File: src/rtl/apb_arb_pkg.sv
// Shared types for the two-requester APB master: FSM encoding, default timeout, requester index.
package apb_arb_pkg;

  typedef enum logic [1:0] {
    ST_IDLE   = 2'd0,
    ST_SETUP  = 2'd1,
    ST_ACCESS = 2'd2
  } state_e;

  localparam int TIMEOUT_DEF = 16;

  typedef logic req_idx_t;

endpackage

File: src/rtl/apb_master_arbiter_if.sv
// Requester handshakes plus the shared APB bus; master = arbiter view, slave = environment view.
interface apb_master_arbiter_if #(
  parameter int ADDR_W = 8,
  parameter int DATA_W = 8
);
  logic              req0_valid, req0_write, req0_gnt, req0_done, req0_err;
  logic [ADDR_W-1:0] req0_addr;
  logic [DATA_W-1:0] req0_wdata, req0_rdata;

  logic              req1_valid, req1_write, req1_gnt, req1_done, req1_err;
  logic [ADDR_W-1:0] req1_addr;
  logic [DATA_W-1:0] req1_wdata, req1_rdata;

  logic              psel, penable, pwrite, pready, pslverr;
  logic [ADDR_W-1:0] paddr;
  logic [DATA_W-1:0] pwdata, prdata;

  modport master (
    input  req0_valid, req0_write, req0_addr, req0_wdata,
    input  req1_valid, req1_write, req1_addr, req1_wdata,
    output req0_gnt, req0_done, req0_rdata, req0_err,
    output req1_gnt, req1_done, req1_rdata, req1_err,
    output psel, penable, pwrite, paddr, pwdata,
    input  prdata, pready, pslverr
  );

  modport slave (
    output req0_valid, req0_write, req0_addr, req0_wdata,
    output req1_valid, req1_write, req1_addr, req1_wdata,
    input  req0_gnt, req0_done, req0_rdata, req0_err,
    input  req1_gnt, req1_done, req1_rdata, req1_err,
    input  psel, penable, pwrite, paddr, pwdata,
    output prdata, pready, pslverr
  );
endinterface

File: src/rtl/apb_rr_pick.sv
// Combinational 2-way round-robin pick: on a tie the requester that did not win last time goes.
module apb_rr_pick
  import apb_arb_pkg::*;
(
  input  logic [1:0] valid,
  input  req_idx_t   last_gnt,
  output req_idx_t   gnt_idx,
  output logic       any
);
  always_comb begin
    any     = |valid;
    gnt_idx = valid[1] & (~valid[0] | ~last_gnt);
  end
endmodule

File: src/rtl/apb_master_arbiter.sv
// Shares one APB bus between two requesters: round-robin grant, SETUP/ACCESS sequencing,
// pready wait states and a timeout abort. Every output is registered.
module apb_master_arbiter
  import apb_arb_pkg::*;
#(
  parameter int TIMEOUT = TIMEOUT_DEF,
  parameter int ADDR_W  = 8,
  parameter int DATA_W  = 8
) (
  input  logic                 pclk,
  input  logic                 preset_n,
  apb_master_arbiter_if.master bus
);
  localparam logic [1:0] IDLE   = ST_IDLE;
  localparam logic [1:0] SETUP  = ST_SETUP;
  localparam logic [1:0] ACCESS = ST_ACCESS;
  localparam int         CNT_W  = $clog2(TIMEOUT + 1);

  logic [1:0]       state;
  logic [CNT_W-1:0] wait_cnt;
  req_idx_t         last_gnt, owner, pick_idx;
  logic             pick_any;

  apb_rr_pick u_pick (
    .valid    ({bus.req1_valid, bus.req0_valid}),
    .last_gnt (last_gnt),
    .gnt_idx  (pick_idx),
    .any      (pick_any)
  );

  logic              nxt_write, finish, timed_out, start, fin_err;
  logic [ADDR_W-1:0] nxt_addr;
  logic [DATA_W-1:0] nxt_wdata, fin_rdata;

  always_comb begin
    nxt_write = pick_idx ? bus.req1_write : bus.req0_write;
    nxt_addr  = pick_idx ? bus.req1_addr  : bus.req0_addr;
    nxt_wdata = pick_idx ? bus.req1_wdata : bus.req0_wdata;
    timed_out = !bus.pready;
    finish    = (state == ACCESS) && (bus.pready || (wait_cnt == CNT_W'(TIMEOUT - 1)));
    // A completing transfer can hand the bus straight to the next winner without visiting IDLE.
    start     = pick_any && ((state == IDLE) || finish);
    fin_err   = timed_out || bus.pslverr;
    fin_rdata = (timed_out || bus.pwrite) ? '0 : bus.prdata;
  end

  always_ff @(posedge pclk or negedge preset_n) begin
    if (!preset_n) begin
      state          <= IDLE;
      wait_cnt       <= '0;
      last_gnt       <= 1'b1;
      owner          <= 1'b0;
      bus.psel       <= 1'b0;
      bus.penable    <= 1'b0;
      bus.pwrite     <= 1'b0;
      bus.paddr      <= '0;
      bus.pwdata     <= '0;
      bus.req0_gnt   <= 1'b0;
      bus.req1_gnt   <= 1'b0;
      bus.req0_done  <= 1'b0;
      bus.req1_done  <= 1'b0;
      bus.req0_rdata <= '0;
      bus.req1_rdata <= '0;
      bus.req0_err   <= 1'b0;
      bus.req1_err   <= 1'b0;
    end else begin
      bus.req0_gnt  <= start && !pick_idx;
      bus.req1_gnt  <= start &&  pick_idx;
      bus.req0_done <= finish && !owner;
      bus.req1_done <= finish &&  owner;

      if (finish && !owner) begin
        bus.req0_rdata <= fin_rdata;
        bus.req0_err   <= fin_err;
      end
      if (finish && owner) begin
        bus.req1_rdata <= fin_rdata;
        bus.req1_err   <= fin_err;
      end

      case (state)
        SETUP: begin
          bus.penable <= 1'b1;
          wait_cnt    <= '0;
          state       <= ACCESS;
        end
        ACCESS: begin
          if (finish) bus.penable <= 1'b0;
          else        wait_cnt    <= wait_cnt + 1'b1;
        end
        default: ;
      endcase

      if (start) begin
        bus.psel   <= 1'b1;
        bus.pwrite <= nxt_write;
        bus.paddr  <= nxt_addr;
        bus.pwdata <= nxt_wdata;
        owner      <= pick_idx;
        last_gnt   <= pick_idx;
        state      <= SETUP;
      end else if (finish) begin
        bus.psel   <= 1'b0;
        bus.pwrite <= 1'b0;
        bus.paddr  <= '0;
        bus.pwdata <= '0;
        state      <= IDLE;
      end else if (state != IDLE && state != SETUP && state != ACCESS) begin
        state <= IDLE;
      end
    end
  end
endmodule

File: src/flat_wrapper.sv
// flat-port wrapper written by rule: the top's interface ports become plain ports
module apb_master_arbiter_flat import apb_arb_pkg::*;
#(
  parameter int TIMEOUT = TIMEOUT_DEF,
  parameter int ADDR_W  = 8,
  parameter int DATA_W  = 8
)
  (pclk, preset_n, bus_req0_valid, bus_req0_write, bus_req0_addr, bus_req0_wdata, bus_req1_valid, bus_req1_write, bus_req1_addr, bus_req1_wdata, bus_req0_gnt, bus_req0_done, bus_req0_rdata, bus_req0_err, bus_req1_gnt, bus_req1_done, bus_req1_rdata, bus_req1_err, bus_psel, bus_penable, bus_pwrite, bus_paddr, bus_pwdata, bus_prdata, bus_pready, bus_pslverr);
  apb_master_arbiter_if #(.ADDR_W(ADDR_W), .DATA_W(DATA_W)) bus_i ();
  input  logic pclk;
  input  logic preset_n;
  input wire logic [$bits(bus_i.req0_valid)-1:0] bus_req0_valid;
  input wire logic [$bits(bus_i.req0_write)-1:0] bus_req0_write;
  input wire logic [$bits(bus_i.req0_addr)-1:0] bus_req0_addr;
  input wire logic [$bits(bus_i.req0_wdata)-1:0] bus_req0_wdata;
  input wire logic [$bits(bus_i.req1_valid)-1:0] bus_req1_valid;
  input wire logic [$bits(bus_i.req1_write)-1:0] bus_req1_write;
  input wire logic [$bits(bus_i.req1_addr)-1:0] bus_req1_addr;
  input wire logic [$bits(bus_i.req1_wdata)-1:0] bus_req1_wdata;
  output wire logic [$bits(bus_i.req0_gnt)-1:0] bus_req0_gnt;
  output wire logic [$bits(bus_i.req0_done)-1:0] bus_req0_done;
  output wire logic [$bits(bus_i.req0_rdata)-1:0] bus_req0_rdata;
  output wire logic [$bits(bus_i.req0_err)-1:0] bus_req0_err;
  output wire logic [$bits(bus_i.req1_gnt)-1:0] bus_req1_gnt;
  output wire logic [$bits(bus_i.req1_done)-1:0] bus_req1_done;
  output wire logic [$bits(bus_i.req1_rdata)-1:0] bus_req1_rdata;
  output wire logic [$bits(bus_i.req1_err)-1:0] bus_req1_err;
  output wire logic [$bits(bus_i.psel)-1:0] bus_psel;
  output wire logic [$bits(bus_i.penable)-1:0] bus_penable;
  output wire logic [$bits(bus_i.pwrite)-1:0] bus_pwrite;
  output wire logic [$bits(bus_i.paddr)-1:0] bus_paddr;
  output wire logic [$bits(bus_i.pwdata)-1:0] bus_pwdata;
  input wire logic [$bits(bus_i.prdata)-1:0] bus_prdata;
  input wire logic [$bits(bus_i.pready)-1:0] bus_pready;
  input wire logic [$bits(bus_i.pslverr)-1:0] bus_pslverr;
  assign bus_i.req0_valid = bus_req0_valid;
  assign bus_i.req0_write = bus_req0_write;
  assign bus_i.req0_addr = bus_req0_addr;
  assign bus_i.req0_wdata = bus_req0_wdata;
  assign bus_i.req1_valid = bus_req1_valid;
  assign bus_i.req1_write = bus_req1_write;
  assign bus_i.req1_addr = bus_req1_addr;
  assign bus_i.req1_wdata = bus_req1_wdata;
  assign bus_req0_gnt = bus_i.req0_gnt;
  assign bus_req0_done = bus_i.req0_done;
  assign bus_req0_rdata = bus_i.req0_rdata;
  assign bus_req0_err = bus_i.req0_err;
  assign bus_req1_gnt = bus_i.req1_gnt;
  assign bus_req1_done = bus_i.req1_done;
  assign bus_req1_rdata = bus_i.req1_rdata;
  assign bus_req1_err = bus_i.req1_err;
  assign bus_psel = bus_i.psel;
  assign bus_penable = bus_i.penable;
  assign bus_pwrite = bus_i.pwrite;
  assign bus_paddr = bus_i.paddr;
  assign bus_pwdata = bus_i.pwdata;
  assign bus_i.prdata = bus_prdata;
  assign bus_i.pready = bus_pready;
  assign bus_i.pslverr = bus_pslverr;
  apb_master_arbiter #(.TIMEOUT(TIMEOUT), .ADDR_W(ADDR_W), .DATA_W(DATA_W)) u_core (.pclk(pclk), .preset_n(preset_n), .bus(bus_i));
endmodule
File: config.mk
export PLATFORM = sky130hd
export DESIGN_NAME = apb_master_arbiter_flat
export DESIGN_NICKNAME = d
export VERILOG_FILES = /design/src/rtl/apb_arb_pkg.sv /design/src/rtl/apb_master_arbiter_if.sv /design/src/rtl/apb_rr_pick.sv /design/src/rtl/apb_master_arbiter.sv /design/src/flat_wrapper.sv
export SDC_FILE = /design/constraint.sdc
export NUM_CORES = 1
export LEC_CHECK = 0
export ABC_AREA = 1
export ABC_CLOCK_PERIOD_IN_PS = 2190
export CORE_MARGIN = 2
export CORE_UTILIZATION = 46
export DETAILED_ROUTE_END_ITERATION = 16
export DONT_BUFFER_PORTS = 1
export PLACE_DENSITY_LB_ADDON = 0.12
export SYNTH_ARGS = -nofsm -noshare
export SYNTH_HDL_FRONTEND = slang
export SYNTH_HIERARCHICAL = 1
export SYNTH_SLANG_ARGS = --single-unit
File: constraint.sdc
create_clock -name pclk -period 2.19 [get_ports pclk]
set_input_delay 0.438 -clock pclk [delete_from_list [all_inputs] [get_ports pclk]]
set_output_delay 0.438 -clock pclk [all_outputs]
set_load 0.03 [all_outputs]
* Yosys cells after proc, flatten, opt, wreduce, memory -nomap -nowiden
Cells that the tools add are included.
Word-level totals: register bits 50, input bits 48, logic and storage cells 69, output and inout bits 41
Operators by class: $add $sub $neg 1, reductions and logical operators 23, bitwise operators 4, equality and inequality tests 7, mux-type cells 17
Operators with widths (number):
- 8-bit two-way mux | 6
- 5-bit one-hot mux with 2 select lines | 1
- 1-bit logical AND | 8
- 2-bit two-way mux | 4
- 2-bit nonzero test | 3
- 5-bit by 1-bit adder with 5-bit output, second input constant | 1
- 5-bit by 4-bit equality test with 1-bit output, second input constant | 1
- 5-bit two-way mux | 1
- 1-bit logical OR | 4
- 1-bit two-way mux | 4
- 2-bit by 1-bit != test with 1-bit output, second input constant | 2
- 2-bit != test, second input constant | 2
- 2-bit AND reduction | 2
- 4-bit nonzero test | 1
- 1-bit logical NOT | 3
- 2-bit by 1-bit equality test with 1-bit output, second input constant | 1
- 2-bit equality test, second input constant | 1
- 2-bit logical NOT | 1
- 1-bit inverter | 2
- 1-bit one-hot mux with 2 select lines | 1
- 2-bit OR reduction | 1
- 1-bit bitwise AND | 1
- 1-bit bitwise OR | 1

* Logic depth before layout (Yosys ltp)
Gate-level depths: netlist of run 1.
word-level depth 6, mapped depth 10, gate-level depth less buffers 10

* Hierarchy
Netlist of run 1, hierarchy kept.
Modules (own cells, without submodules):
- apb_master_arbiter | instances 1, cells an instance 304, area each 2372.3 um^2, seq. area each 1252.5 um^2
- apb_rr_pick | instances 1, cells an instance 3, area each 15.0 um^2, seq. area each 0.0 um^2

* Worst setup path before layout of run 1
OpenSTA, ideal clock, no wires.
path kind reg2reg, start register u_core.wait_cnt[0], end register u_core.bus.pwrite, data required time 2.125 ns, library setup time 0.065 ns, period minus slack after synthesis 1.585 ns, setup slack 0.605 ns, stages on the path, launching flop included 11, arrival 1.520 ns, buffers on the path 1, cells stage by stage dfrtp_1 > ha_1 > nand2_1 > nor2_1 > ha_1 > nor2_4 > nand2_2 > nand2_2 > buf_4 > nand3_1 > nand2_1
On the way: word-level cells in the longest chain between the ends 6, elaborated cells between the ends (all ways) 7, classes of those cells eq/ne: 1; mux: 1; reduce/logical: 5
Ends and longest elaborated chain:
- start: declaration | line apb_master_arbiter.sv:20 | logic [CNT_W-1:0] wait_cnt;
- start signal: assignment | line apb_master_arbiter.sv:89 | else wait_cnt <= wait_cnt + 1'b1;
- 5-bit by 4-bit equality test with 1-bit output * | line apb_master_arbiter.sv:40 | finish = (state == ACCESS) && (bus.pready || (wait_cnt == CNT_W'(TIMEOUT - 1)));
- 1-bit logical OR * | line apb_master_arbiter.sv:40
- 1-bit logical AND * | line apb_master_arbiter.sv:40
- 1-bit logical OR | line apb_master_arbiter.sv:42 | start = pick_any && ((state == IDLE) || finish);
- 1-bit logical AND | line apb_master_arbiter.sv:42
- 1-bit two-way mux or 2-bit nonzero test (tied branches)
- end signal: assignment | line apb_master_arbiter.sv:96 | bus.pwrite <= nxt_write;
- end: declaration | line apb_master_arbiter_if.sv:23 | output psel, penable, pwrite, paddr, pwdata,
Mark *: on every way between the ends. The rest lies on a longest branch, timed or not. A chain may end at the register's enable or synchronous reset.

* Worst setup path after layout of run 1
start register u_core.wait_cnt[0], end register u_core.bus.paddr[2]
On the way: word-level cells in the longest chain between the ends 6, elaborated cells between the ends (all ways) 7, classes of those cells eq/ne: 1; mux: 1; reduce/logical: 5
Ends and longest elaborated chain:
- 5-bit by 4-bit equality test with 1-bit output * | line apb_master_arbiter.sv:40
- 1-bit logical OR * | line apb_master_arbiter.sv:40
- 1-bit logical AND * | line apb_master_arbiter.sv:40
- 1-bit logical OR | line apb_master_arbiter.sv:42
- 1-bit logical AND | line apb_master_arbiter.sv:42
- 8-bit two-way mux or 2-bit nonzero test (tied branches)
- end signal: assignment | line apb_master_arbiter.sv:97 | bus.paddr <= nxt_addr;
- end: declaration | line apb_master_arbiter_if.sv:23
Marks and branches as above.

==> flow_results.org, run 1 <==
** Clock tree
- Hold repair after CTS inserted 2 buffers.
- Clock tree synthesis inserted a total of 5 buffers.
- Clock slew at reported path FFs :: ~0.09 ns
- After clock tree synthesis, the repair step resized 0 gates.
- Level count of the clock H-tree :: 2
- TritonCTS built the clock tree.
- The tree is rooted in a clkbuf_8.
- Sinks on the clock net :: 50
- Clock latency on the worst-skew pair :: 0.30 ns
- Max Root-Sink Buffers :: 2
- Setup repair bufs after CTS :: 0

** Floorplan
- Die span in x :: 76.04 µm
- Initial core utilization :: between 40 and 50%
- Area of the die :: 0.005782 mm²
- Area of the placeable core :: between 0.005 and 0.006 mm²
- The floorplan has 26 rows.
- The die is approximately 76 µm tall.
- Count of pins on the block boundary :: between 80 and 90

** Power
- Internal power summed over all cells :: about 0.0020 W
- Power, Total :: approximately 0.0037 W
- The analysis attributes to cell leakage a power of between 1 and 1.5 nW.
- VDD sags by at most roughly 460 µV.
- Fraction of power consumed by sequential logic :: roughly 57%
- In this run switching power makes up a little under half of total power.
- For this design the ratio of total power to cell area is 1411 mW/mm².
- Clock group share of total power :: roughly a fifth
- Combinational Power Share :: a little over a fifth
- The analysis attributes to net switching a power of between 0.0015 and 0.002 W.

** Critical path
- Worst r2r dst :: u_core/bus.paddr[2]
- Kind of end point of the critical path :: register
- Crit path arrival time :: 2.03 ns
- Data on the critical path is required at its endpoint by 2.43 ns.
- Path depth of the worst reg2reg path :: 9
- Worst reg2reg startpoint :: u_core/wait_cnt[0]
- Worst Setup SP :: u_core/wait_cnt[0]
- Crit start category :: register
- Critical path class :: register to register
- Worst setup path endpoint :: u_core/bus.paddr[2]
- Along the worst path, the maximum fanout reaches 22.
- For flop-to-flop paths, the worst setup slack is about 0.41 ns.

** Cells and area
- Count of fill cells added during filler insertion :: 489
- The post-route netlist has a little under 9% of its cells at a drive strength greater than 1.
- At the end of the flow, the number of nets in the layout was 358.
- The repair_antennas step left the layout with diodes totalling 0.
- Relative to the synthesized area, the layout overhead comes to 9.172%.
- Fin area :: roughly 0.0026 mm²

** Place
- Final HPWL DP :: approximately 3500 µm
- Port buffer count :: 0
- Timing analysis after detailed placement gives a worst setup slack of about 0.42 ns.
- At the end of routability-driven placement, the weighted congestion stood at 0.7782.
- Instance area after placement :: about 0.0024 mm²

** Timing
- Fmax :: approximately 560 MHz
- At the pin with the least slew margin, the transition time is around 0.46 ns.
- Setup violations remaining at the end of the flow were counted as 0.
- The final critical path takes up 81.48% of the cycle.
- Worst relative slew slack :: 69.27%
- The number of pins with negative max-slew slack in the final report is 0.
- Setup ws final :: a little over 0.4 ns
- Setup repair after global routing missed its margin :: false
- For the final routed database, the setup TNS stands at 0 ns.
- For the finished layout, the period the worst path requires is approximately 1.8 ns.
- Number of hold-slack violations in the final timing report :: 0
- On the final layout, the worst clock skew is 0.006153 ns.
- Worst hold slack across all endpoints :: 0.3500 ns

** Synthesis
- Syn nets :: roughly 360
- Among all flip-flop cells after synthesis, the most frequent one is dfrtp_1.
- Most common cell in the netlist :: nand2_1
- Avg Inst Size Synth :: about 8 µm²
- Summing the sequential cell areas from Yosys gives 52.46% of the chip area.
- The synthesized netlist contains 20 unique library cells.
- Counting flops with an async set or reset pin after synthesis yields a share of between 90% and 100%.
- The largest total area in the synthesized netlist belongs to dfrtp_1.
- Portion of synthesized cell area occupied by the leading cell type :: about half
- Synthesis-stage register bit count :: 50
- In this run, synthesis inferred 0 flip-flops with an integrated enable.
- Counting every instance in the synthesized netlist gives between 300 and 400.
- Syn. warnings :: 6
- Netlist area before placement :: around 0.0024 mm²
- Top post-synthesis cells by count :: 133 x nand2_1, 58 x nand3_1, 49 x dfrtp_1, 22 x inv_1, 13 x nor2_1
- Yosys attributes the largest share of cell area to dfrtp_1 51%, nand2_1 21%, nand3_1 12%, inv_1 3.5%, nor2_1 2.0%.

** Global routing
- Summed over all layers, the global routing overflow is 0.
- Entering global routing, the biggest net connects 51 pins.
- GRT Util Overall :: between 10% and 20%
- The number of antenna violations at the first check in global routing came to 0.
- The via count of the first global-routing pass is ~1700.
- First-pass GRT wire length :: 8349 µm

** Detailed routing
- Summing over every cut layer, the via total after detailed routing is 1827.
- After detailed routing, the number of vias per cell comes to approximately 4.8.
- For this block, the routed nets add up to roughly 5000 µm of wire.
- Routed wirelength normalized by instance count :: roughly 13 µm
- For this run, design rule violations remaining after detail routing come to 0.
- Initial DRC count :: 77
- The pre-antenna-repair detailed-routing pass consisted of 4 iterations.
- Remaining number of nets flagged by the antenna check after routing :: 0

** Worst hold path
- Worst min-delay path startpoint :: bus_req1_addr[2]
- Type of the most critical hold path :: input pin to register

** Outcome
- Run status :: completed

** Run
- Max-cap violations in this run came to 0.
==> cells by family (layout without fill, tap and decap cells) <==
| logic type | Yosys count | count (layout) | synth area share [%] |
|---|---|---|---|
| flip-flops | 50 | 50 | 52.46 |
| AO/OA/AOI/OAI | 2 | 2 | 0.4193 |
| adder cells (fa/ha/maj) | 2 | 2 | 1.048 |
| AND/OR/NAND/NOR | 215 | 215 | 38.84 |
| buffers and inverters | 38 | 40 | 7.232 |
==> through the flow <==
step,util (%),std cells
floorplan,-,307
global placement,48.11,369
detailed placement,48.11,369
CTS,51.69,379
global route,51.69,379
finish,51.69,379
==> layout make-up <==
cell class / instances / area, µm² / area share (%)
clock inverter: 2 / 60.06 / 2.304
inverter: 27 / 101.3 / 3.889
timing repair buffer: 5 / 60.06 / 2.304
tap: 70 / 87.58 / 3.361
clock buffer: 6 / 82.58 / 3.169
multi-input combinational: 219 / 962.2 / 36.92
sequential: 50 / 1252 / 48.06
==> sequential cells by signal (all words and copies together) (netlist names), 2 cells and up <==
name	flops
u_core/bus.pwdata	8
u_core/bus.paddr	8
u_core/bus.req0_rdata	8
u_core/state	2
u_core/wait_cnt	5
u_core/bus.req1_rdata	8
==> power by group through the flow <==
stage               Combinational (W)  Clock (W)  Sequential, W
floorplan                    0.000680          0        0.00203
global placement             0.000751          0        0.00214
detailed placement           0.000770          0        0.00213
CTS                          0.000796   0.000810        0.00212
global route                 0.000930   0.000846        0.00216
finish                       0.000784   0.000784        0.00211
==> worst max-delay path: stages (launching register included) <==
cell     delay, ns
dfrtp_1       0.41
ha_1          0.22
nand2_1       0.08
nor2_1        0.05
ha_1          0.23
nor2_4        0.15
nand2_2       0.07
nand2_2       0.31
nand3_1       0.14
nand2_1       0.08
==> worst min path at each step <==
stage / end / cells past startpoint / slack (ns)
finish: u_core/bus.paddr[2] / 4 / 0.35
global route: u_core/bus.pwdata[2] / 4 / 0.35
CTS: u_core/bus.paddr[2] / 4 / 0.34
detailed placement: u_core/wait_cnt[2] / 0 / 0.14
global placement: u_core/wait_cnt[2] / 0 / 0.14
floorplan: u_core/bus.paddr[0] / 0 / 0.14
==> routing by layer <==
metal,vias up,global-route usage [%],part of all wire (%)
li1,953,-,-
met2,69,28.39,45
met5,-,0,0
met1,798,23.47,46
met3,7,6.398,7.4
met4,0,6.000,1.6
==> layout by cell type, fill, tap and decap left out, types with 3 or more instances in the layout <==
| cell | count |
|---|---|
| buf_4 | 3 |
| clkbuf_8 | 6 |
| dfrtp_1 | 49 |
| inv_1 | 22 |
| inv_2 | 4 |
| nand2_1 | 133 |
| nand2_2 | 3 |
| nand3_1 | 58 |
| nor2_1 | 13 |
Note: power is estimated with default switching activity, not from simulation.
==> run 2, diff against run 1 <==
Settings changed: ABC_CLOCK_PERIOD_IN_PS 2190 to 1600.
Clock period 2.19 ns to 1.6 ns, I/O delays scaled along.
==> flow_results.org, run 2 (same netlist as run 1, synthesis figures left out) <==
** Outcome
- Run status :: finished with violations
- The checks that failed: negative setup slack.

** Timing
- The total of endpoints with negative setup slack in the final report is 14 (+14).
- The share of the cycle needed by the critical path after routing was 101.7% (+20 points).
- Setup repair after global routing could not meet its margin everywhere.
- Worst clock skew :: 0.005995 ns (-0.0001577 ns)
- Pins Over Slew Limit :: 0 (unchanged)
- Worst hold slack across all endpoints :: 0.2300 ns (-0.1200 ns)
- Worst relative slew slack :: 67.25% (-2.0 points)
- The final hold violation count was 0 (unchanged).
- The time the worst path needs with I/O delays and setup is 1.627 ns (-0.1572 ns).
- The peak clock frequency supported by timing was 614.6 MHz (+9.7%).
- Slew at the pin closest to its max-slew limit :: 0.4901 ns (+0.03021 ns)
- Setup TNS after final layout :: -0.1381 ns (-0.1381 ns)
- The worst setup margin is -0.02720 ns (-0.4328 ns).

** Cells and area
- Relative to the synthesized area, the layout overhead comes to 26.94%.
- Share of post-route cells with drive strength above 1 :: 25.31% (+17 points)
- Antenna cells :: 0 (unchanged)
- The count of nets after finishing came to 373 (+4.2%).
- The library cells used most frequently in the layout, excluding fill and tap cells, are 121 x nand2_1, 49 x dfrtp_1, 34 x nand3_1.
- Most common cell after layout, fill and taps aside :: nand2_1
- The final instance area is 0.003030 mm² (+16%).
- The area of the multi-input gates is 0.001204 mm² (+25%).
- The final-layout fill cell count came to 463 (-5.3%).
- Storage element area :: 0.001252 mm² (unchanged)
- Util after Layout :: 60.10% (+8.4 points)

** Critical path
- STA classifies the critical path endpoint as a register.
- The data arrival time of the critical path is 1.82 ns (-0.21 ns).
- The maximum net fanout on the critical path is 5 (-77%).
- The worst path required time is 1.80 ns (-0.63 ns).
- By startpoint and endpoint, the worst setup path is classified as register to register.
- Crit start category :: register

** Detailed routing
- Routed wirelength normalized by instance count :: 14.64 µm (+11%)
- The via count of the routed design is 2004 (+9.7%).
- The routed wire length is 5770 µm (+16%).
- Routed length on met2 :: 2859 µm (+27%)
- The total met3 wirelength after detailed routing came to 423 µm (+15%).
- The length of routed wiring on met1 is 2385 µm (+4.4%).
- Top layer reached by signal wires :: met4
- The final antenna-violating net count was 0 (unchanged).
- The detailed-route vias per instance is 5.086 (+5.5%).
- Initial DRC count :: 104 (+35%)
- First-pass iteration count of the detailed router :: 4 (unchanged)
- Drc violations :: 0 (unchanged)

** Global routing
- The first-pass GRT wire length was 8990 µm (+7.7%).
- Largest net degree at the start of global routing :: 51 (unchanged)
- The number of antenna violations at the first check in global routing came to 0 (unchanged).
- The all-layer global routing usage is 19.51% (+1.4 points).
- The remaining global-route overflow came to 0 (unchanged).
- Vias in the first global route :: 1880 (+11%)

** Place
- Instance area after placement :: 0.002516 mm² (+3.7%)
- Port buffer count :: 0 (unchanged)
- Final HPWL DP :: 3687 µm (+6.5%)
- The routability congestion estimate is 0.8481 (+9.0%).
- The post-place setup slack came to -0.04714 ns (-0.4662 ns).

** Floorplan
- The floorplan die width is 76.04 µm (unchanged).
- Area of the placeable core :: 0.005042 mm² (unchanged)
- Number of placement rows :: 26 (unchanged)
- The die span in y came to 76.04 µm (unchanged).
- Count of pins on the block boundary :: 89 (unchanged)
- Area of the die :: 0.005782 mm² (unchanged)
- Initial core utilization :: 47.34% (unchanged)

** Power
- Power density of the placed cells :: 1835 mW/mm² (+30%)
- Static leakage :: 1.615 nW (+8.6%)
- Maximum VDD drop :: 646.3 µV (+40%)

** Worst hold path
- Type of the most critical hold path :: input pin to register

** Clock tree
- The number of H-tree levels came to 2 (unchanged).
- CTS buffer count :: 5 (unchanged)
- Clock latency on the worst-skew pair :: 0.30 ns (about the same)
- Sinks on the clock net :: 50 (unchanged)
- TritonCTS clock tree :: done
- The deepest clock path buffer count was 2 (unchanged).
- CTS placed an instance of clkbuf_8 at the clock tree root.
- The clock-pin slew on the worst setup and hold paths was 0.08 ns (about the same).

** Run
- Maximum capacitance violations :: 0 (unchanged)
run 2: changes by cell type in the layout (fill, tap and decap cells not counted), moves of 3 or more:
| cell | change |
|---|---|
| nand2_1 | -12 |
| nand2_4 | +3 |
| buf_6 | +3 |
| buf_12 | +3 |
| nand2_2 | +8 |
| nand2_8 | +3 |
| nand3_1 | -24 |
| nand3_2 | +23 |
| buf_4 | +4 |
run 2: cell type report:
type / instances / share of cell area, %
sequential: 50 / 41.33
multi-input combinational: 221 / 39.72
timing repair buffer: 18 / 8.877
inverter: 27 / 3.344
tap: 70 / 2.890
clock buffer: 7 / 2.849
clock inverter: 1 / 0.9909
run 2: final timing paths:
check / from / cells after the start / slack (ns) / end
worst max-delay path: u_core/wait_cnt[1] / 9 / -0.03 / u_core/bus.req1_rdata[0]
worst min-delay path: bus_req1_addr[2] / 4 / 0.23 / u_core/bus.paddr[2]
worst max register to register: u_core/wait_cnt[1] / 9 / -0.03 / u_core/bus.req1_rdata[0]
worst min register to register: u_core/last_gnt / 2 / 0.48 / u_core/last_gnt
max in group asynchronous: preset_n / 2 / 0.81 / u_core/last_gnt
min in group asynchronous: preset_n / 2 / 0.53 / u_core/bus.paddr[4]
run 2: stage by stage:
step	power [W]	instances
4_1_cts	0.005223	389
5_1_grt	0.005927	394
3_5_place_dp	0.004155	376
2_1_floorplan	0.003715	307
3_3_place_gp	0.004115	376
6_report	0.005561	394
run 2: critical path: stages (launching register included):
cell and delay [ns]:
dfrtp_1 0.39, ha_2 0.20, nand2_2 0.08, nor2_2 0.04, ha_2 0.20, nor2_4 0.15, nor2_4 0.07, bufbuf_16 0.27
nand3_1 0.07, nand2_1 0.06
run 2: timing repair:
item,4_1_cts,5_1_grt
buffers inserted,1,2
resized for setup,5,50
gates cloned,2,3
setup endpoints to repair,41,47
hold buffers,2,0
hold endpoints to repair,50,0
pin swaps,5,20
run 2: metal layers:
layer	vias up	global-route usage, %
met3	9	6.161
met1	922	23.34
met2	79	33.21
met4	0	7.091
li1	994	-
met5	-	0
run 2: where the power goes:
part	internal, W	leakage (nW)	switching (W)
logic	0.000733	0.913	0.00105
clock network	0.000510	0.0585	0.000390
registers	0.00172	0.643	0.00116
==> run 3, diff against run 2 <==
Settings changed: GPL_ROUTABILITY_DRIVEN set to 0.
==> results of run 3 <==
No change in the layout: final DEF, timing and power equal those of run 2.
